### src/rtl/kc_tap_loader.sv
// KC85 TAP loader: consumes the hps_io ioctl byte stream, checks the TAP signature,
// parses the KC file header and writes program blocks into core RAM over a req/ack port.
module kc_tap_loader #(
  parameter logic [7:0] TAP_INDEX = 8'd1,
  parameter int         BLK_LEN   = 128
) (
  input  logic        clk_sys,
  input  logic        reset_n,
  input  logic        ioctl_download,
  input  logic [7:0]  ioctl_index,
  input  logic        ioctl_wr,
  input  logic [24:0] ioctl_addr,
  input  logic [7:0]  ioctl_data,
  output logic        ioctl_wait,
  output logic [15:0] mem_addr,
  output logic [7:0]  mem_data,
  output logic        mem_wr,
  input  logic        mem_ack,
  output logic [15:0] exec_addr,
  output logic        exec_valid,
  output logic        autostart,
  output logic        busy,
  output logic        err
);

  typedef enum logic [2:0] {
    ST_IDLE    = 3'd0,
    ST_SIG     = 3'd1,
    ST_BLKNO   = 3'd2,
    ST_HDR     = 3'd3,
    ST_DATA    = 3'd4,
    ST_WAITMEM = 3'd5,
    ST_DONE    = 3'd6,
    ST_ERR     = 3'd7
  } state_t;

  localparam logic [7:0] LAST_IDX = 8'(BLK_LEN - 1);
  localparam logic [7:0] BLK_END  = 8'(BLK_LEN);

  function automatic logic [7:0] sig_byte(input logic [3:0] k);
    case (k)
      4'd0:    sig_byte = 8'hC3;
      4'd1:    sig_byte = 8'h4B;
      4'd2:    sig_byte = 8'h43;
      4'd3:    sig_byte = 8'h2D;
      4'd4:    sig_byte = 8'h54;
      4'd5:    sig_byte = 8'h41;
      4'd6:    sig_byte = 8'h50;
      4'd7:    sig_byte = 8'h45;
      4'd8:    sig_byte = 8'h20;
      4'd9:    sig_byte = 8'h62;
      4'd10:   sig_byte = 8'h79;
      4'd11:   sig_byte = 8'h20;
      4'd12:   sig_byte = 8'h41;
      4'd13:   sig_byte = 8'h46;
      4'd14:   sig_byte = 8'h2E;
      4'd15:   sig_byte = 8'h20;
      default: sig_byte = 8'h00;
    endcase
  endfunction

  state_t      state_r, state_nx;
  logic        sel_s, sel_d_r, rise_s, fall_s, accept_s;
  logic        do_start_s, do_end_s;
  logic [7:0]  idx_r, idx_nx;
  logic        hdr_done_r, hdr_done_nx;
  logic [7:0]  args_r, args_nx;
  logic [15:0] load_r, load_nx, end_r, end_nx, cur_r, cur_nx;
  logic [15:0] exec_addr_r, exec_nx;
  logic [15:0] mem_addr_r, mem_addr_nx;
  logic [7:0]  mem_data_r, mem_data_nx;
  logic        mem_wr_r, mem_wr_nx, wait_r, wait_nx;
  logic        err_r, err_nx, exec_valid_r, exec_valid_nx;
  logic        rise_pend_r, rise_pend_nx, fall_pend_r, fall_pend_nx;
  logic        start_pend_r, start_pend_nx, autostart_r, autostart_nx;
  logic        busy_r, busy_nx;
  logic        unused_addr_s;

  // Bytes arrive in address order, so the offset itself carries no information.
  assign unused_addr_s = ^ioctl_addr;

  assign sel_s    = ioctl_download && (ioctl_index == TAP_INDEX);
  assign rise_s   = sel_s && !sel_d_r;
  assign fall_s   = !sel_s && sel_d_r;
  assign accept_s = sel_s && ioctl_wr && !wait_r;

  // Next-state, datapath and output decode for the loader.
  always_comb begin
    state_nx      = state_r;
    idx_nx        = idx_r;
    hdr_done_nx   = hdr_done_r;
    args_nx       = args_r;
    load_nx       = load_r;
    end_nx        = end_r;
    cur_nx        = cur_r;
    exec_nx       = exec_addr_r;
    mem_addr_nx   = mem_addr_r;
    mem_data_nx   = mem_data_r;
    mem_wr_nx     = mem_wr_r;
    wait_nx       = wait_r;
    err_nx        = err_r;
    exec_valid_nx = exec_valid_r;
    rise_pend_nx  = rise_pend_r;
    fall_pend_nx  = fall_pend_r;
    start_pend_nx = 1'b0;
    autostart_nx  = start_pend_r;
    do_start_s    = 1'b0;
    do_end_s      = 1'b0;
    busy_nx       = 1'b0;

    if (state_r == ST_WAITMEM) begin
      // sel edges seen during a pending write are replayed once the write completes
      rise_pend_nx = rise_pend_r | rise_s;
      fall_pend_nx = fall_pend_r | fall_s;
      if (mem_ack) begin
        mem_wr_nx    = 1'b0;
        wait_nx      = 1'b0;
        cur_nx       = cur_r + 16'd1;
        rise_pend_nx = 1'b0;
        fall_pend_nx = 1'b0;
        if (idx_r == BLK_END) begin
          state_nx = ST_BLKNO;
        end else begin
          state_nx = ST_DATA;
        end
        if (rise_pend_r || rise_s) begin
          do_start_s = 1'b1;
        end else if (fall_pend_r || fall_s) begin
          do_end_s = 1'b1;
        end else begin
          do_end_s = 1'b0;
        end
      end else begin
        mem_wr_nx = 1'b1;
      end
    end else if (rise_s) begin
      do_start_s = 1'b1;
    end else if (fall_s) begin
      do_end_s = 1'b1;
    end else if (accept_s) begin
      case (state_r)
        ST_SIG: begin
          if (ioctl_data == sig_byte(idx_r[3:0])) begin
            if (idx_r == 8'd15) begin
              state_nx = ST_BLKNO;
              idx_nx   = 8'd0;
            end else begin
              idx_nx = idx_r + 8'd1;
            end
          end else begin
            state_nx = ST_ERR;
            err_nx   = 1'b1;
          end
        end
        ST_BLKNO: begin
          idx_nx = 8'd0;
          if (hdr_done_r) begin
            state_nx = ST_DATA;
          end else begin
            state_nx = ST_HDR;
          end
        end
        ST_HDR: begin
          idx_nx = idx_r + 8'd1;
          case (idx_r)
            8'd16:   args_nx        = ioctl_data;
            8'd17:   load_nx[7:0]   = ioctl_data;
            8'd18:   load_nx[15:8]  = ioctl_data;
            8'd19:   end_nx[7:0]    = ioctl_data;
            8'd20:   end_nx[15:8]   = ioctl_data;
            8'd21:   exec_nx[7:0]   = ioctl_data;
            8'd22:   exec_nx[15:8]  = ioctl_data;
            default: args_nx        = args_r;
          endcase
          if (idx_r == LAST_IDX) begin
            hdr_done_nx = 1'b1;
            if (end_r <= load_r) begin
              state_nx = ST_ERR;
              err_nx   = 1'b1;
            end else begin
              cur_nx   = load_r;
              state_nx = ST_BLKNO;
            end
          end else begin
            hdr_done_nx = hdr_done_r;
          end
        end
        ST_DATA: begin
          idx_nx = idx_r + 8'd1;
          if (cur_r < end_r) begin
            mem_addr_nx = cur_r;
            mem_data_nx = ioctl_data;
            mem_wr_nx   = 1'b1;
            wait_nx     = 1'b1;
            state_nx    = ST_WAITMEM;
          end else if (idx_r == LAST_IDX) begin
            state_nx = ST_BLKNO;
          end else begin
            state_nx = ST_DATA;
          end
        end
        default: state_nx = state_r;
      endcase
    end else begin
      state_nx = state_r;
    end

    if (do_start_s) begin
      state_nx      = ST_SIG;
      idx_nx        = 8'd0;
      hdr_done_nx   = 1'b0;
      args_nx       = 8'd0;
      load_nx       = 16'd0;
      end_nx        = 16'd0;
      cur_nx        = 16'd0;
      exec_nx       = 16'd0;
      err_nx        = 1'b0;
      exec_valid_nx = 1'b0;
      rise_pend_nx  = 1'b0;
      fall_pend_nx  = 1'b0;
    end else if (do_end_s) begin
      case (state_nx)
        ST_DATA, ST_BLKNO: begin
          if (hdr_done_r) begin
            state_nx      = ST_DONE;
            exec_valid_nx = (args_r >= 8'd3);
            start_pend_nx = (args_r >= 8'd3);
          end else begin
            state_nx = ST_ERR;
            err_nx   = 1'b1;
          end
        end
        ST_SIG, ST_HDR: begin
          state_nx = ST_ERR;
          err_nx   = 1'b1;
        end
        default: state_nx = state_nx;
      endcase
    end else begin
      do_end_s = 1'b0;
    end

    case (state_nx)
      ST_SIG, ST_BLKNO, ST_HDR, ST_DATA, ST_WAITMEM: busy_nx = 1'b1;
      default:                                       busy_nx = 1'b0;
    endcase
  end

  // Parser state, header fields and registered outputs.
  always_ff @(posedge clk_sys or negedge reset_n) begin
    if (!reset_n) begin
      state_r      <= ST_IDLE;
      sel_d_r      <= 1'b0;
      idx_r        <= 8'd0;
      hdr_done_r   <= 1'b0;
      args_r       <= 8'd0;
      load_r       <= 16'd0;
      end_r        <= 16'd0;
      cur_r        <= 16'd0;
      exec_addr_r  <= 16'd0;
      mem_addr_r   <= 16'd0;
      mem_data_r   <= 8'd0;
      mem_wr_r     <= 1'b0;
      wait_r       <= 1'b0;
      err_r        <= 1'b0;
      exec_valid_r <= 1'b0;
      rise_pend_r  <= 1'b0;
      fall_pend_r  <= 1'b0;
      start_pend_r <= 1'b0;
      autostart_r  <= 1'b0;
      busy_r       <= 1'b0;
    end else begin
      state_r      <= state_nx;
      sel_d_r      <= sel_s;
      idx_r        <= idx_nx;
      hdr_done_r   <= hdr_done_nx;
      args_r       <= args_nx;
      load_r       <= load_nx;
      end_r        <= end_nx;
      cur_r        <= cur_nx;
      exec_addr_r  <= exec_nx;
      mem_addr_r   <= mem_addr_nx;
      mem_data_r   <= mem_data_nx;
      mem_wr_r     <= mem_wr_nx;
      wait_r       <= wait_nx;
      err_r        <= err_nx;
      exec_valid_r <= exec_valid_nx;
      rise_pend_r  <= rise_pend_nx;
      fall_pend_r  <= fall_pend_nx;
      start_pend_r <= start_pend_nx;
      autostart_r  <= autostart_nx;
      busy_r       <= busy_nx;
    end
  end

  assign ioctl_wait = wait_r;
  assign mem_addr   = mem_addr_r;
  assign mem_data   = mem_data_r;
  assign mem_wr     = mem_wr_r;
  assign exec_addr  = exec_addr_r;
  assign exec_valid = exec_valid_r;
  assign autostart  = autostart_r;
  assign busy       = busy_r;
  assign err        = err_r;

endmodule

### config.mk
export PLATFORM = sky130hd
export DESIGN_NAME = kc_tap_loader
export DESIGN_NICKNAME = d
export VERILOG_FILES = /design/src/rtl/kc_tap_loader.sv
export SDC_FILE = /design/constraint.sdc
export NUM_CORES = 1
export LEC_CHECK = 0
export BUFFER_PORTS_ARGS = -buffer_cell sky130_fd_sc_hd__buf_2
export CELL_PAD_IN_SITES_DETAIL_PLACEMENT = 1
export CELL_PAD_IN_SITES_GLOBAL_PLACEMENT = 2
export CORE_ASPECT_RATIO = 0.6
export CORE_MARGIN = 5
export CORE_UTILIZATION = 32
export DETAILED_ROUTE_END_ITERATION = 6
export PLACE_DENSITY_LB_ADDON = 0.1
export REMOVE_ABC_BUFFERS = 1
export SLEW_MARGIN = 20
export SYNTH_ARGS = -nofsm -noshare
export SYNTH_HDL_FRONTEND = slang
export SYNTH_SLANG_ARGS = --single-unit
export TNS_END_PERCENT = 100
### constraint.sdc
create_clock -name clk_sys -period 3 [get_ports clk_sys]
set_clock_uncertainty 0.1 [all_clocks]
set_input_delay 0.6 -clock clk_sys [delete_from_list [all_inputs] [get_ports clk_sys]]
set_output_delay 0.6 -clock clk_sys [all_outputs]
set_load 0.1 [all_outputs]
==> summary.md <==
| Metric | Value |
|---|---|
| Total power | around 4300 µW |
| Flop-to-flop setup slack | -0.12 ns |
| Req. time, crit path | ~3.2 ns |
| Relative slew slack | 0.563 |
| Setup TNS | -1.04 ns |
| RSZ-0062 raised after global routing | yes |
| Placeable Area | about 21000 µm² |
| DR pass1 iterations | 4 |
| DRT antenna net count | 0 |
| Final WL | between 20000 and 25000 µm |
| Setup crit end kind | flip-flop |
| Leading cell type in the layout, fill and taps excluded | buf_4 |
| EDFF count, synth | 0 |
| IO Count | 92 |
| Die ar. | approximately 24000 µm² |
| First-pass GRT wire length | about 38000 µm |
| Placer Congestion | 0.844 |
| Vias/cell | just over 5 |
| Hold WC Path Type | input pin to asynchronous set/reset pin |
| Overflow after GRT | 0 |
| Worst-margin pin slew | roughly 0.66 ns |
| Async SR Flop Fraction | 1.00 |
| I/O Buffers | between 60 and 70 |
| Seq. cell area | around 3000 µm² |
| Ys Warns | 0 |
| Initial antenna violation count | 0 |
| Netlist Area Pre-Place | 6710 µm² |
| Top achievable clock speed | around 320 MHz |
| Pre-CTS WS | -0.429 ns |
| Avg Inst Size Synth | between 9 and 10 µm² |
| CTS clk-pin slew, worst paths | around 0.06 ns |
| Critical path launch point type | flip-flop |
| RR Endpoint | exec_valid |
| # diodes | 0 |
| VDD IR max | slightly above 0.4 mV |
| Layout Utilization | 0.437 |
| Synth-to-layout area growth | 35.7% |
| Power Density | about 470 nW/µm² |
| Final worst slack | -0.123 ns |
| Layout cells sized above 1 | 0.330 |
| Number of max-cap violations | 0 |
| Worst r2r src | idx_r[1] |
| Crit Path Category | flip-flop to flip-flop |
| LEAKAGE | 0.00440 µW |
| Final Setup Violations | 28 |
| Slew Viols, Final | 0 |
| Failing checks | setup timing |
| CTS root buffer | clkbuf_16 |
| GRT Util Overall | 0.205 |
| Via count | 6199 |
| TritonCTS clock tree | yes |
| Seq cells post-synth | approximately 120 |
| Register area share after synthesis | 0.440 |
| Post-CTS Hold Fix Bufs | 0 |
| Max Buffers Root-to-Sink | 2 |
| Cells after Synth | roughly 720 |
| Row cnt | 41 |
| DR iter-0 viols | 270 |
| DP HPWL | 18100 µm |
| CP Data Arrival Time | between 3 and 4 ns |
| # nets final | 993 |
| Worst skew pair latency | 0.42 ns |
| Endpoints failing hold | 0 |
| Clock sink count | ~120 |
| Die height | between 100 and 150 µm |
| Num CTS Buffers | 17 |
| Max H-tree Level | 4 |
| Post-route minimum period | between 3 and 4 ns |
| Drt wl/cell | 20.3 µm |
| Main synth FF type | dfrtp_1 |
| Most frequent cells in the layout | 122 x buf_4, 117 x dfrtp_1, 100 x o21ai_0, 77 x nand2_1, 65 x buf_2 |
| Status | finished with violations |
| Vias in the first global route | ~6.5k |
| Final period util | 1.04 |
| Largest net degree at the start of global routing | 50 |
| Drc violations | 0 |
| Critical path peak fanout | 5 |
| Fillers | 2408 |
| R2R cell count | 12 |
| Synth cell types | 74 |
| Die width | about 200 µm |
| Footprint of the multi-input gates | 3590 µm² |
| Initial core utilization | 0.322 |
registers in the layout, summed over array words and instances (netlist names), 3 cells and up:
register,flops
args_r,8
cur_r,16
end_r,16
exec_addr,16
idx_r,8
load_r,16
mem_addr,16
mem_data,8
state_r,3
layer usage:
metal / part of all wire / vias to the layer above / global-route usage
met5: 0 / - / 0
met4: 0.014 / 0 / 0.0528
met3: 0.045 / 29 / 0.0481
met2: 0.42 / 108 / 0.294
met1: 0.52 / 3103 / 0.309
li1: - / 2959 / -
where the power goes:
| group | internal (µW) | switching, µW | leakage (µW) | total [µW] |
|---|---|---|---|---|
| registers | 1640 | 30.8 | 0.00155 | 1670 |
| logic | 179 | 338 | 0.00257 | 517 |
| clock network | 1340 | 769 | 0.000293 | 2110 |
| total | 3160 | 1140 | 0.00440 | 4300 |
logic make-up (layout without fill, tap and decap cells):
kind of cell | after synthesis | in the layout | synth area share
AND/OR/NAND/NOR | 235 | 235 | 0.173
AO/OA/AOI/OAI | 211 | 211 | 0.195
flip-flops | 118 | 118 | 0.440
buffers and inverters | 82 | 277 | 0.0576
adder cells (fa/ha/maj) | 41 | 41 | 0.0765
multiplexers | 28 | 28 | 0.0463
XOR/XNOR | 9 | 9 | 0.0118
how the worst max path moves through the flow:
stage	depth (start not counted)	startpoint	endpoint
after floorplan	5	state_r[2]	idx_r[4]
after global placement	15	ioctl_index[2]	state_r[1]
after global routing	12	idx_r[0]	exec_valid
after CTS	12	idx_r[1]	exec_valid
after detailed placement	14	ioctl_index[2]	busy
final	12	idx_r[1]	exec_valid
layout make-up:
cell class	instances	share of cell area
Tap cell	279	0.0384
Sequential cell	118	0.325
Multi-Input combinational cell	524	0.395
Clock inverter	10	0.0140
Clock buffer	22	0.0510
Inverter	46	0.0190
Timing Repair Buffer	199	0.158
synthesized netlist by cell type, types with 5 or more instances:
cell	count	area (µm²)
dfrtp_1	118	2950
o21ai_0	102	510
nand2_1	78	293
nor2_1	46	173
inv_1	45	169
ha_1	41	513
a21oi_1	40	200
nand3_1	30	150
clkbuf_1	24	90.1
mux2_2	24	270
nor3_1	14	70.1
a31oi_1	10	62.6
and3_1	10	62.6
nand4_1	10	62.6
o31ai_1	10	75.1
nand2b_1	9	56.3
nor2b_1	6	37.5
nor4_1	6	37.5
xnor2_1	6	52.6
nor3b_1	5	37.5
o21ai_1	5	25.0
critical path, cell delays in order (launching register included):
cell and delay, ns:
dfrtp_1 0.42, ha_4 0.20, ha_4 0.16, o21ba_4 0.18, a32o_2 0.22, a311oi_2 0.19
o211ai_1 0.23, o31a_4 0.37, o41ai_4 0.26, buf_4 0.22, xnor2_2 0.13, nand4_1 0.16
mux2i_1 0.16
what timing repair did:
action                                  CTS  global route
resized for setup                        27            28
endpoints found under the setup margin   35            49
gates cloned                              0             2
pin swaps                                13            15
buffers inserted                          3             4
stage by stage:
stage | std cells | area [µm²] | hold slack (ns)
floorplan | 688 | 6490 | 0.204
global placement | 1157 | 8170 | 0.235
detailed placement | 1157 | 8170 | 0.243
CTS | 1192 | 8910 | 0.119
global route | 1198 | 9100 | 0.143
finish | 1198 | 9100 | 0.0983
Power figures use the tool's default switching activity.
